## src/rtl/control_pkg.sv

```systemverilog
// Shared types and constants for the pipeline hazard control logic.
package control_pkg;

  typedef enum logic [1:0] {
    RUN,
    FLUSH,
    DMEM_WAIT
  } hazard_state_t;

  localparam logic [4:0] REG_X0 = 5'd0;

endpackage

```

## src/rtl/load_use_detect.sv

```systemverilog
// Combinational load-use comparator: a load in execute whose destination is read by decode.
module load_use_detect
  import control_pkg::*;
(
  input  logic [4:0] rs1_d,
  input  logic [4:0] rs2_d,
  input  logic       valid_d,
  input  logic [4:0] rd_e,
  input  logic       mem_read_e,
  input  logic       valid_e,
  output logic       load_use
);

  // x0 is hard-wired to zero, so a "load into x0" can never create a dependency.
  assign load_use = mem_read_e & valid_e & valid_d & (rd_e != REG_X0) &
                    ((rd_e == rs1_d) | (rd_e == rs2_d));

endmodule

```

## src/rtl/hazard_control_unit.sv

```systemverilog
// Stall/flush sequencer for the 5-stage pipeline (load-use, mispredict, I-mem and D-mem waits).
// Define HAZARD_STATS_EN to add the Stall_Cycles / Flush_Cycles counters.
module hazard_control_unit
  import control_pkg::*;
#(
  parameter int REDIRECT_BUBBLES = 1,
  parameter int WAIT_TIMEOUT     = 255
) (
  input  logic       CLK,
  input  logic       RST,
  input  logic [4:0] Rs1_D,
  input  logic [4:0] Rs2_D,
  input  logic       Valid_D,
  input  logic [4:0] Rd_E,
  input  logic       Mem_Read_E,
  input  logic       Valid_E,
  input  logic       Mispredict_E,
  input  logic       IMem_Ready,
  input  logic       DMem_Req_M,
  input  logic       DMem_Ready_M,
  output logic       Stall_F,
  output logic       Stall_D,
  output logic       Stall_E,
  output logic       Stall_M,
  output logic       Flush_D,
  output logic       Flush_E,
  output logic       Mem_Timeout
`ifdef HAZARD_STATS_EN
  ,
  output logic [31:0] Stall_Cycles,
  output logic [31:0] Flush_Cycles
`endif
);

  localparam int FCW = (REDIRECT_BUBBLES > 1) ? $clog2(REDIRECT_BUBBLES) : 1;
  localparam int WCW = $clog2(WAIT_TIMEOUT + 1);
  localparam logic [FCW-1:0] FLUSH_RELOAD = FCW'(REDIRECT_BUBBLES - 1);
  localparam logic [WCW-1:0] WAIT_LIMIT   = WCW'(WAIT_TIMEOUT);

  hazard_state_t  state_reg, state_next;
  logic [FCW-1:0] flush_cnt_reg, flush_cnt_next;
  logic [WCW-1:0] wait_cnt_reg, wait_cnt_next;
  logic           timeout_reg, timeout_next;
  logic           load_use;
  logic           dmem_wait;

  load_use_detect u_load_use_detect (
    .rs1_d      (Rs1_D),
    .rs2_d      (Rs2_D),
    .valid_d    (Valid_D),
    .rd_e       (Rd_E),
    .mem_read_e (Mem_Read_E),
    .valid_e    (Valid_E),
    .load_use   (load_use)
  );

  assign dmem_wait   = DMem_Req_M & ~DMem_Ready_M;
  assign Mem_Timeout = timeout_reg;

  always_comb begin
    Stall_F        = 1'b0;
    Stall_D        = 1'b0;
    Stall_E        = 1'b0;
    Stall_M        = 1'b0;
    Flush_D        = 1'b0;
    Flush_E        = 1'b0;
    state_next     = state_reg;
    flush_cnt_next = flush_cnt_reg;
    wait_cnt_next  = '0;
    timeout_next   = timeout_reg;
    if (RST) begin
      Flush_D        = 1'b1;
      Flush_E        = 1'b1;
      state_next     = RUN;
      flush_cnt_next = '0;
      timeout_next   = 1'b0;
    end else if (dmem_wait) begin
      // Whole pipe freezes, including any mispredict sitting in E; flush count holds.
      Stall_F    = 1'b1;
      Stall_D    = 1'b1;
      Stall_E    = 1'b1;
      Stall_M    = 1'b1;
      state_next = DMEM_WAIT;
      if (wait_cnt_reg != WAIT_LIMIT) begin
        wait_cnt_next = wait_cnt_reg + WCW'(1);
      end else begin
        wait_cnt_next = wait_cnt_reg;
      end
      if (wait_cnt_next == WAIT_LIMIT) begin
        timeout_next = 1'b1;
      end
    end else if (Mispredict_E) begin
      Flush_D        = 1'b1;
      Flush_E        = 1'b1;
      flush_cnt_next = FLUSH_RELOAD;
      state_next     = (FLUSH_RELOAD != '0) ? FLUSH : RUN;
    end else if (state_reg == FLUSH && flush_cnt_reg != '0) begin
      Flush_D        = 1'b1;
      flush_cnt_next = flush_cnt_reg - FCW'(1);
      state_next     = (flush_cnt_reg == FCW'(1)) ? RUN : FLUSH;
    end else begin
      // Leaving DMEM_WAIT resumes any redirect bubbles still owed.
      state_next = (flush_cnt_reg != '0) ? FLUSH : RUN;
      if (load_use) begin
        Stall_F = 1'b1;
        Stall_D = 1'b1;
        Flush_E = 1'b1;
      end else if (!IMem_Ready) begin
        Stall_F = 1'b1;
        Flush_D = 1'b1;
      end
    end
  end

  always_ff @(posedge CLK) begin
    if (RST) begin
      state_reg     <= RUN;
      flush_cnt_reg <= '0;
      wait_cnt_reg  <= '0;
      timeout_reg   <= 1'b0;
    end else begin
      state_reg     <= state_next;
      flush_cnt_reg <= flush_cnt_next;
      wait_cnt_reg  <= wait_cnt_next;
      timeout_reg   <= timeout_next;
    end
  end

`ifdef HAZARD_STATS_EN
  logic [31:0] stall_cycles_reg;
  logic [31:0] flush_cycles_reg;

  always_ff @(posedge CLK) begin
    if (RST) begin
      stall_cycles_reg <= '0;
      flush_cycles_reg <= '0;
    end else begin
      if (Stall_F) stall_cycles_reg <= stall_cycles_reg + 32'd1;
      if (Flush_D) flush_cycles_reg <= flush_cycles_reg + 32'd1;
    end
  end

  assign Stall_Cycles = stall_cycles_reg;
  assign Flush_Cycles = flush_cycles_reg;
`endif

endmodule
```

## config.mk

```make
export PLATFORM = sky130hd
export DESIGN_NAME = hazard_control_unit
export DESIGN_NICKNAME = d
export VERILOG_FILES = /design/src/rtl/control_pkg.sv /design/src/rtl/load_use_detect.sv /design/src/rtl/hazard_control_unit.sv
export SDC_FILE = /design/constraint.sdc
export NUM_CORES = 1
export LEC_CHECK = 0
export ABC_CLOCK_PERIOD_IN_PS = 1900
export CAP_MARGIN = 15
export CORE_MARGIN = 2
export CORE_UTILIZATION = 40
export DETAILED_ROUTE_END_ITERATION = 12
export HOLD_SLACK_MARGIN = 0.06
export PLACE_DENSITY_LB_ADDON = 0.3
export SLEW_MARGIN = 10
export SYNTH_ARGS = -nofsm -noshare
export SYNTH_HDL_FRONTEND = slang
export SYNTH_SLANG_ARGS = --single-unit
```

## constraint.sdc

```tcl
create_clock -name CLK -period 1.9 [get_ports CLK]
set_clock_uncertainty 0.05 [all_clocks]
set_input_delay 0.38 -clock CLK [delete_from_list [all_inputs] [get_ports CLK]]
set_output_delay 0.38 -clock CLK [all_outputs]
set_load 0.05 [all_outputs]
```

==> flow_summary.yaml <==
status:
  outcome: "finished with violations"
  violations: "setup timing"
drt:
  vias: 952
  drtIter0Drc: 47
  remaining_drc_errors: 0
  drtPass1Iterations: 4
  viasPerCell: 5.63
  ant_nets: 0
  wl_um: 2420
  wl_per_cell_um: 14.3
worst_setup_path:
  reg2regPathDepth: 5
  required_ns: 1.47
  timing.rr.end: "Mem_Timeout"
  critPathMaxFanout: 2
  r2r-start: "wait_cnt_reg[1]"
  critPathCaptureType: "output port"
  cp.arrival_ns: 1.66
  startpoint: "Rd_E[4]"
  r2r_slack_ns: 0.22
  path_class: "input pin to output port"
  start_kind: "input pin"
die:
  coreArea_um2: 2000
  dieHeight_um: 50.5
  num_io_pins: 31
  start_util_pct: 43.2
  die_w_um: 50.5
  die_area_um2: 2550
  num_rows: 16
sta:
  worst_pin_slew_ns: 0.314
  rsz0062_at_grt: "yes"
  slew_headroom_pct: 78.9
  fin_crit_sh_pct: 110
  hold_violations: 0
  layout_setup_ws_ns: -0.189
  setup_violations: 4
  fmax_mhz: 479
  fin_crit_ns: 2.09
  drv_slew: 0
cells_and_area:
  nNetsFinal: 168
  final_util_pct: 67.9
  drive_above_1_share_pct: 30.3
  antenna_cells: 0
  fin_cells: 169
  fillCellCount: 174
  largest_reg_flops: 8
  final_cell_mix: "dfxtp_1, buf_4, xor2_1"
  area_growth_pct: 57.3
hold_path:
  hp-start: "flush_cnt_reg"
  worst_hold_path.num_cells: 1
  hold_end: "state_reg[0]"
  hold_class: "flip-flop to flip-flop"
cts:
  clock_path_buffers: 2
  clock_latency_ns: 0.28
  root_buffer: "clkbuf_4"
  postCtsHoldBufs: 0
  cts_tree: "done"
  path_clk_slew_ns: 0.07
  cts_buffers: 3
  clock-sinks: 12
  htreeDepth: 1
synthesis:
  ys_warn_count: 0
  synth_ff_type: "dfxtp_1"
  syn_area_um2: 865
  synth_seq_cells: 12
  synthCells: 104
  synthesis.nets: 129
  avgSynthCellArea_um2: 8.31
  synth-edff-count: 0
  ys_async_sr_fraction_pct: 0
  ys_types: 46
  synth_sequential_area_ratio_pct: 27.8
power_and_ir_drop:
  vdd_drop_max_mv: 0.326
  p_per_area_nw_per_um2: 473
  p_leak_nw: 0.523
placement:
  hpwl_um: 1870
  gp_congestion: 0.920
  portBuffers: 30
  dpl.cell_count: 163
grt:
  grt_max_degree: 11
  grt_pass1_vias: 925
  antenna_found_initial: 0
  grt_pass1_wl_um: 4070
  grt_usage_pct: 21.2
  grt_overflow_total: 0
job:
  max_cap_viol_count: 0
[worst max-delay path by stage]
stage	endpoint	slack (ns)	depth (start not counted)
after CTS	Stall_F	-0.21	6
after global placement	Stall_F	-0.56	6
after detailed placement	Stall_F	-0.61	6
after floorplan	Stall_F	-0.19	6
final	Stall_F	-0.19	6
after global routing	Stall_F	-0.24	6
[cells by family (layout without fill, tap and decap cells)]
family	Yosys count	count (layout)	synth area share, %
and+or+nand+nor	38	38	25.8
DFF	12	12	27.8
adders and majority gates	1	1	1.45
xor gates and xnor gates	11	11	11.1
buffers and inverters	11	49	7.96
AOI/OAI and AO/OA	31	31	25.9
[area by class of cell]
type / count / area, µm² / area share, %
multi-input cells: 81 / 621 / 45.6
repair buffers: 41 / 409 / 30.1
flip-flops and latches: 12 / 240 / 17.7
clock buffers: 4 / 36.3 / 2.67
well taps: 27 / 33.8 / 2.48
inverters: 4 / 20.0 / 1.47
[power breakdown]
part	internal [mW]	switching, mW	leakage [nW]	total (mW)
clock network	0.117	0.0892	0.0210	0.206
registers	0.253	0.00113	0.0969	0.254
logic	0.0963	0.0875	0.405	0.184
[per-layer routing]
layer | global-route usage [%] | wire (µm) | part of all wire [%] | vias to the layer above
met5 | 0 | 0 | 0 | -
met3 | 4.46 | 146 | 6.0 | 4
met1 | 26.3 | 999 | 41 | 445
met2 | 37.3 | 1260 | 52 | 40
li1 | - | - | - | 463
met4 | 4.95 | 14 | 0.58 | 0
[worst max-delay path, cell delays in order]
cell and delay [ns]:
buf_8 0.09, or4_4 0.55, o2111ai_4 0.21, a31o_1 0.22
a31oi_4 0.05, buf_12 0.15
[cells in the mapped netlist, types with 2 or more instances]
cell type / n / area share (%)
a211oi_1: 2 / 1.7
a21oi_1: 4 / 2.3
a31oi_1: 7 / 5.1
buf_2: 2 / 1.2
buf_4: 3 / 2.6
dfxtp_1: 12 / 28
inv_1: 3 / 1.3
nand2_1: 6 / 2.6
nand3_1: 4 / 2.3
nand4_1: 4 / 2.9
nor2_1: 5 / 2.2
nor3_1: 4 / 2.3
nor4_1: 2 / 1.4
o2111a_1: 2 / 2.6
o21ai_0: 4 / 2.3
xor2_1: 10 / 10
[per-stage QoR]
step                area (µm²)  hold WS, ns  power [mW]  setup WS (ns)  setup TNS (ns)
finish                    1360        0.428       0.644         -0.189          -0.687
global route              1360        0.448       0.673         -0.237          -0.849
CTS                       1340        0.431       0.644         -0.214          -0.663
detailed placement        1270        0.417       0.437         -0.606           -2.80
global placement          1270        0.414       0.434         -0.563           -2.65
floorplan                  887        0.396       0.339         -0.190          -0.378
[what timing repair did]
item / 4_1_cts / 5_1_grt
endpoints found under the setup margin: 6 / 4
buffers inserted: 1 / 1
gates resized for setup: 47 / 4
pin swaps: 14 / 8
Note: power is estimated with default switching activity, not from simulation.
